==> src/rtl/yuv422_to_444.sv <==
`default_nettype none
// ---------------------------------------------------------------------------
// yuv422_to_444 : YCbCr 4:2:2 -> 4:4:4 upsampler, chroma replicated per pair
// Revision: 1.0
// ---------------------------------------------------------------------------
module yuv422_to_444 #(
  parameter bit         CB_FIRST  = 1'b1,
  parameter logic [7:0] NEUTRAL_C = 8'h80
) (
  input  logic        clk,
  input  logic        rst,
  input  logic [15:0] s_axis_video_tdata,
  input  logic        s_axis_video_tvalid,
  output logic        s_axis_video_tready,
  input  logic        s_axis_video_tlast,
  input  logic        s_axis_video_tuser,
  output logic [23:0] m_axis_video_tdata,
  output logic        m_axis_video_tvalid,
  input  logic        m_axis_video_tready,
  output logic        m_axis_video_tlast,
  output logic        m_axis_video_tuser,
  output logic        phase_err
);

  typedef enum logic [1:0] {
    ST_EVEN  = 2'd0,
    ST_ODD   = 2'd1,
    ST_EMIT1 = 2'd2
  } state_t;

  state_t      r_state;
  logic [7:0]  r_hold_y;
  logic [7:0]  r_hold_c;
  logic        r_hold_user;
  logic [23:0] r_p1_data;
  logic        r_p1_last;
  logic [23:0] r_m_tdata;
  logic        r_m_tvalid;
  logic        r_m_tlast;
  logic        r_m_tuser;
  logic        r_phase_err;

  logic        w_out_free;
  logic        w_accept;
  logic [7:0]  w_in_y;
  logic [7:0]  w_in_c;
  logic [23:0] w_pair0;
  logic [23:0] w_pair1;
  logic [23:0] w_pad_held;
  logic [23:0] w_pad_in;

  // Place the even/odd chroma bytes into the {Cr,Cb,Y} output word
  function automatic logic [23:0] pack_pix(input logic [7:0] c_even,
                                           input logic [7:0] c_odd,
                                           input logic [7:0] y);
    if (CB_FIRST) pack_pix = {c_odd, c_even, y};
    else          pack_pix = {c_even, c_odd, y};
  endfunction

  assign w_out_free = !r_m_tvalid || m_axis_video_tready;
  assign s_axis_video_tready = (r_state != ST_EMIT1) && w_out_free;
  assign w_accept   = s_axis_video_tvalid && s_axis_video_tready;
  assign w_in_y     = s_axis_video_tdata[7:0];
  assign w_in_c     = s_axis_video_tdata[15:8];
  assign w_pair0    = pack_pix(r_hold_c, w_in_c, r_hold_y);
  assign w_pair1    = pack_pix(r_hold_c, w_in_c, w_in_y);
  assign w_pad_held = pack_pix(r_hold_c, NEUTRAL_C, r_hold_y);
  assign w_pad_in   = pack_pix(w_in_c, NEUTRAL_C, w_in_y);

  always_ff @(posedge clk or posedge rst) begin
    if (rst) begin
      r_state     <= ST_EVEN;
      r_hold_y    <= 8'h00;
      r_hold_c    <= 8'h00;
      r_hold_user <= 1'b0;
      r_p1_data   <= 24'h000000;
      r_p1_last   <= 1'b0;
      r_m_tdata   <= 24'h000000;
      r_m_tvalid  <= 1'b0;
      r_m_tlast   <= 1'b0;
      r_m_tuser   <= 1'b0;
      r_phase_err <= 1'b0;
    end else begin
      r_phase_err <= 1'b0;
      // Output beat consumed; cleared unless a new one loads below
      if (w_out_free) r_m_tvalid <= 1'b0;
      case (r_state)
        ST_EVEN: begin
          if (w_accept) begin
            if (s_axis_video_tlast) begin
              r_m_tdata  <= w_pad_in;
              r_m_tvalid <= 1'b1;
              r_m_tlast  <= 1'b1;
              r_m_tuser  <= s_axis_video_tuser;
            end else begin
              r_hold_y    <= w_in_y;
              r_hold_c    <= w_in_c;
              r_hold_user <= s_axis_video_tuser;
              r_state     <= ST_ODD;
            end
          end
        end
        ST_ODD: begin
          if (w_accept) begin
            r_m_tvalid <= 1'b1;
            r_m_tlast  <= 1'b0;
            r_m_tuser  <= r_hold_user;
            if (s_axis_video_tuser) begin
              // SOF mid-pair: flush the orphan and restart the pair on this beat
              r_m_tdata   <= w_pad_held;
              r_phase_err <= 1'b1;
              r_hold_y    <= w_in_y;
              r_hold_c    <= w_in_c;
              r_hold_user <= 1'b1;
            end else begin
              r_m_tdata <= w_pair0;
              r_p1_data <= w_pair1;
              r_p1_last <= s_axis_video_tlast;
              r_state   <= ST_EMIT1;
            end
          end
        end
        ST_EMIT1: begin
          if (r_m_tvalid && m_axis_video_tready) begin
            r_m_tdata  <= r_p1_data;
            r_m_tvalid <= 1'b1;
            r_m_tlast  <= r_p1_last;
            r_m_tuser  <= 1'b0;
            r_state    <= ST_EVEN;
          end
        end
        default: r_state <= ST_EVEN;
      endcase
    end
  end

  assign m_axis_video_tdata  = r_m_tdata;
  assign m_axis_video_tvalid = r_m_tvalid;
  assign m_axis_video_tlast  = r_m_tlast;
  assign m_axis_video_tuser  = r_m_tuser;
  assign phase_err           = r_phase_err;

endmodule
`default_nettype wire
==> config.mk <==
export PLATFORM = sky130hd
export DESIGN_NAME = yuv422_to_444
export DESIGN_NICKNAME = d
export VERILOG_FILES = /design/src/rtl/yuv422_to_444.sv
export SDC_FILE = /design/constraint.sdc
export NUM_CORES = 1
export LEC_CHECK = 0
export BUFFER_PORTS_ARGS = -buffer_cell sky130_fd_sc_hd__buf_2
export CORE_AREA = 2 2 80 82
export CTS_CLUSTER_DIAMETER = 40
export DETAILED_ROUTE_END_ITERATION = 10
export DIE_AREA = 0 0 82 84
export GPL_TIMING_DRIVEN = 0
export PLACE_DENSITY = 0.78
export SETUP_SLACK_MARGIN = 0.05
export SYNTH_ARGS = -nofsm -noshare
export SYNTH_HDL_FRONTEND = slang
export SYNTH_SLANG_ARGS = --single-unit
==> constraint.sdc <==
create_clock -name clk -period 3.3 [get_ports clk]
set_clock_uncertainty 0.05 [all_clocks]
set_input_delay 0.825 -clock clk [delete_from_list [all_inputs] [get_ports clk]]
set_output_delay 0.825 -clock clk [all_outputs]
set_load 0.05 [all_outputs]
==> metrics <==
CP max stage delay 0.41 ns; unrepaired setup endpoints after global routing no; worst setup margin 0.333 ns; yosys warns 0; vias in the first global route 2,343; Worst-path clk slew 0.08 ns; Core Area 6100 µm²; CTS Buffer Depth 2; actual slew at the worst max-slew pin 0.859 ns; Slew headroom 0.427; sequence of cells on the critical path inv_1 -> ha_1 -> clkbuf_1 -> clkbuf_2 -> nor2_1 -> buf_2; Max Fclk 337 MHz; hold path depth 1; NumNets Final 344; Crit Path Max Fanout 10; Max Slew Vio Count 0; final wirelength 6890 µm; ANT nets after route 0; sequential element share of the synthesized area 0.543; largest net degree at the start of global routing 73; first-pass GRT wire length 11,600 µm; later-pin clock latency in the skew report 0.35 ns; crit path buf inv count 4; GRT Total Usage 0.223; DRC 0; path type of the worst setup path reg -> out; post-synthesis cell area 3320 µm²; Synth area leader dfrtp_1; drt initial violations 146; fraction of layout cells with a size suffix above 1 0.443; status complete, no violations; Synth Register Bits 72; Syn Nets 283; Synth cell types 32; total number of vias 2,282; Worst Setup Start Kind flip-flop; Vert. Die Dim 84 µm; CP top delay family buffers and inverters; syn_area_per_cell 12.9 µm²; Area Overhead vs Synth 18.6%; fin util 0.646; pre-CTS WS 0.512 ns; port bufs 50; row cnt 29; GRT Residual Overflow 0; Syn Inst Count 257; H-tree depth 3; CP endpoint kind output port; critical path depth in cells 6; placed cell count 384; Routability Congestion 0.775; # diodes 0; synth top area cells dfrtp_1, mux2_2, mux2_4, a22oi_1, a21oi_1; total CTS buffers 9; initial antenna violation count 0; WP data required 2.42 ns; slowest cell on the critical path dfrtp_1; final setup fails 0; die area 6890 µm²; clk root buf clkbuf_8; Post-DP HPWL 4720 µm; clk sinks 72; Hold WC Path Type reg -> reg; starting density of the core 0.545; Routed WL per cell 17.2 µm; drt pass-1 iters 4; Final period util 0.899; Tmin final 2.97 ns; final hold violations 0; IO Pins 51; Synth top area share 0.543; Post-CTS Setup Inserts 0; TritonCTS clock tree built; vias per inst 5.71; R2R depth 7; Worst Path Arrival 2.09 ns; die width 82 µm; fin cells 400; Max Cap Viol 0
## cell usage in the layout (no fill, tap or decap), types with 9 or more instances in the layout
cell type	count
dfrtp_1	72
buf_2	57
mux2_2	50
nor2_1	21
a21oi_1	18
a22oi_1	16
mux2_4	10
clkbuf_1	9
clkbuf_8	9
## cells in the mapped netlist (all sizes together)
cell type / n
nor2b: 2
o32ai: 1
mux2: 62
a21o: 1
or3b: 1
a22o: 7
o21ai: 5
a32o: 7
nand2: 5
nor2: 21
buf: 9
and2: 2
inv: 4
clkbuf: 10
dfrtp: 72
a22oi: 16
nor3: 1
or4: 1
a21boi: 1
nand3b: 1
a21oi: 18
nand3: 2
o41ai: 2
or2: 1
nand2b: 1
ha: 4
## per-layer routing
| metal | vias up | track usage | share of wire |
|---|---|---|---|
| met2 | 56 | 0.339 | 0.48 |
| li1 | 1055 | - | - |
| met5 | - | 0 | 0 |
| met1 | 1157 | 0.311 | 0.46 |
| met4 | 0 | 0.0788 | 0.019 |
| met3 | 14 | 0.0563 | 0.042 |
## through the flow
stage / instance area (µm²) / hold slack [ns] / setup TNS, ns
2_1_floorplan: 3320 / 0.410 / 0
3_3_place_gp: 3670 / 0.423 / -18.27
3_5_place_dp: 3670 / 0.430 / 0
4_1_cts: 3940 / 0.448 / 0
5_1_grt: 3940 / 0.456 / 0
6_report: 3940 / 0.441 / 0
## final cells by class
class,count,area [µm²]
timing repair buffer,50,250
inverter,4,17.5
clock buffer,9,124
multi-input combinational,162,1400
buffer,19,105
clock inverter,7,144
fill,475,2160
tap,77,96.3
sequential,72,1800
## repair_timing
action | 4_1_cts | 5_1_grt
gates resized for setup | 0 | 2
setup endpoints to repair | 0 | 1
hold buffers | 0 | 0
## worst reg2reg max path: stages, from the launching register on
cell,delay (ns)
dfrtp_1,0.39
inv_1,0.08
ha_1,0.24
a21boi_0,0.18
o32ai_2,0.62
nand2_2,0.28
buf_2,0.30
mux2_2,0.30
## state kept, by name, indices dropped and copies added (netlist names)
name and cells:
m_axis_video_tdata 24, r_hold_user 1, m_axis_video_tuser 1, r_hold_c 8, r_hold_y 8, r_state 2
r_p1_last 1, r_p1_data 24, m_axis_video_tlast 1, phase_err 1, m_axis_video_tvalid 1
## final timing paths
kind | from | to | slack [ns]
max in group asynchronous | rst | r_p1_data[9] | 2.05
worst max register to register | r_state[0] | m_axis_video_tdata[12] | 0.73
min in group asynchronous | rst | m_axis_video_tdata[23] | 0.61
worst max-delay path | r_state[0] | s_axis_video_tready | 0.33
worst min register to register | m_axis_video_tdata[19] | m_axis_video_tdata[19] | 0.44
worst min-delay path | m_axis_video_tdata[19] | m_axis_video_tdata[19] | 0.44
## kinds of logic (layout without fill, tap and decap cells)
kind of cell | after synthesis | count (layout) | share of synthesized area
and+or+nand+nor | 38 | 38 | 0.0596
muxes | 62 | 62 | 0.222
buffers and inverters | 23 | 89 | 0.0358
AOI/OAI and AO/OA | 58 | 58 | 0.125
adders and majority gates | 4 | 4 | 0.0151
DFF | 72 | 72 | 0.543
Power is left out: the tool's default activity adds up to more than one toggle a clock period on the data nets, which glitch-free logic cannot reach.
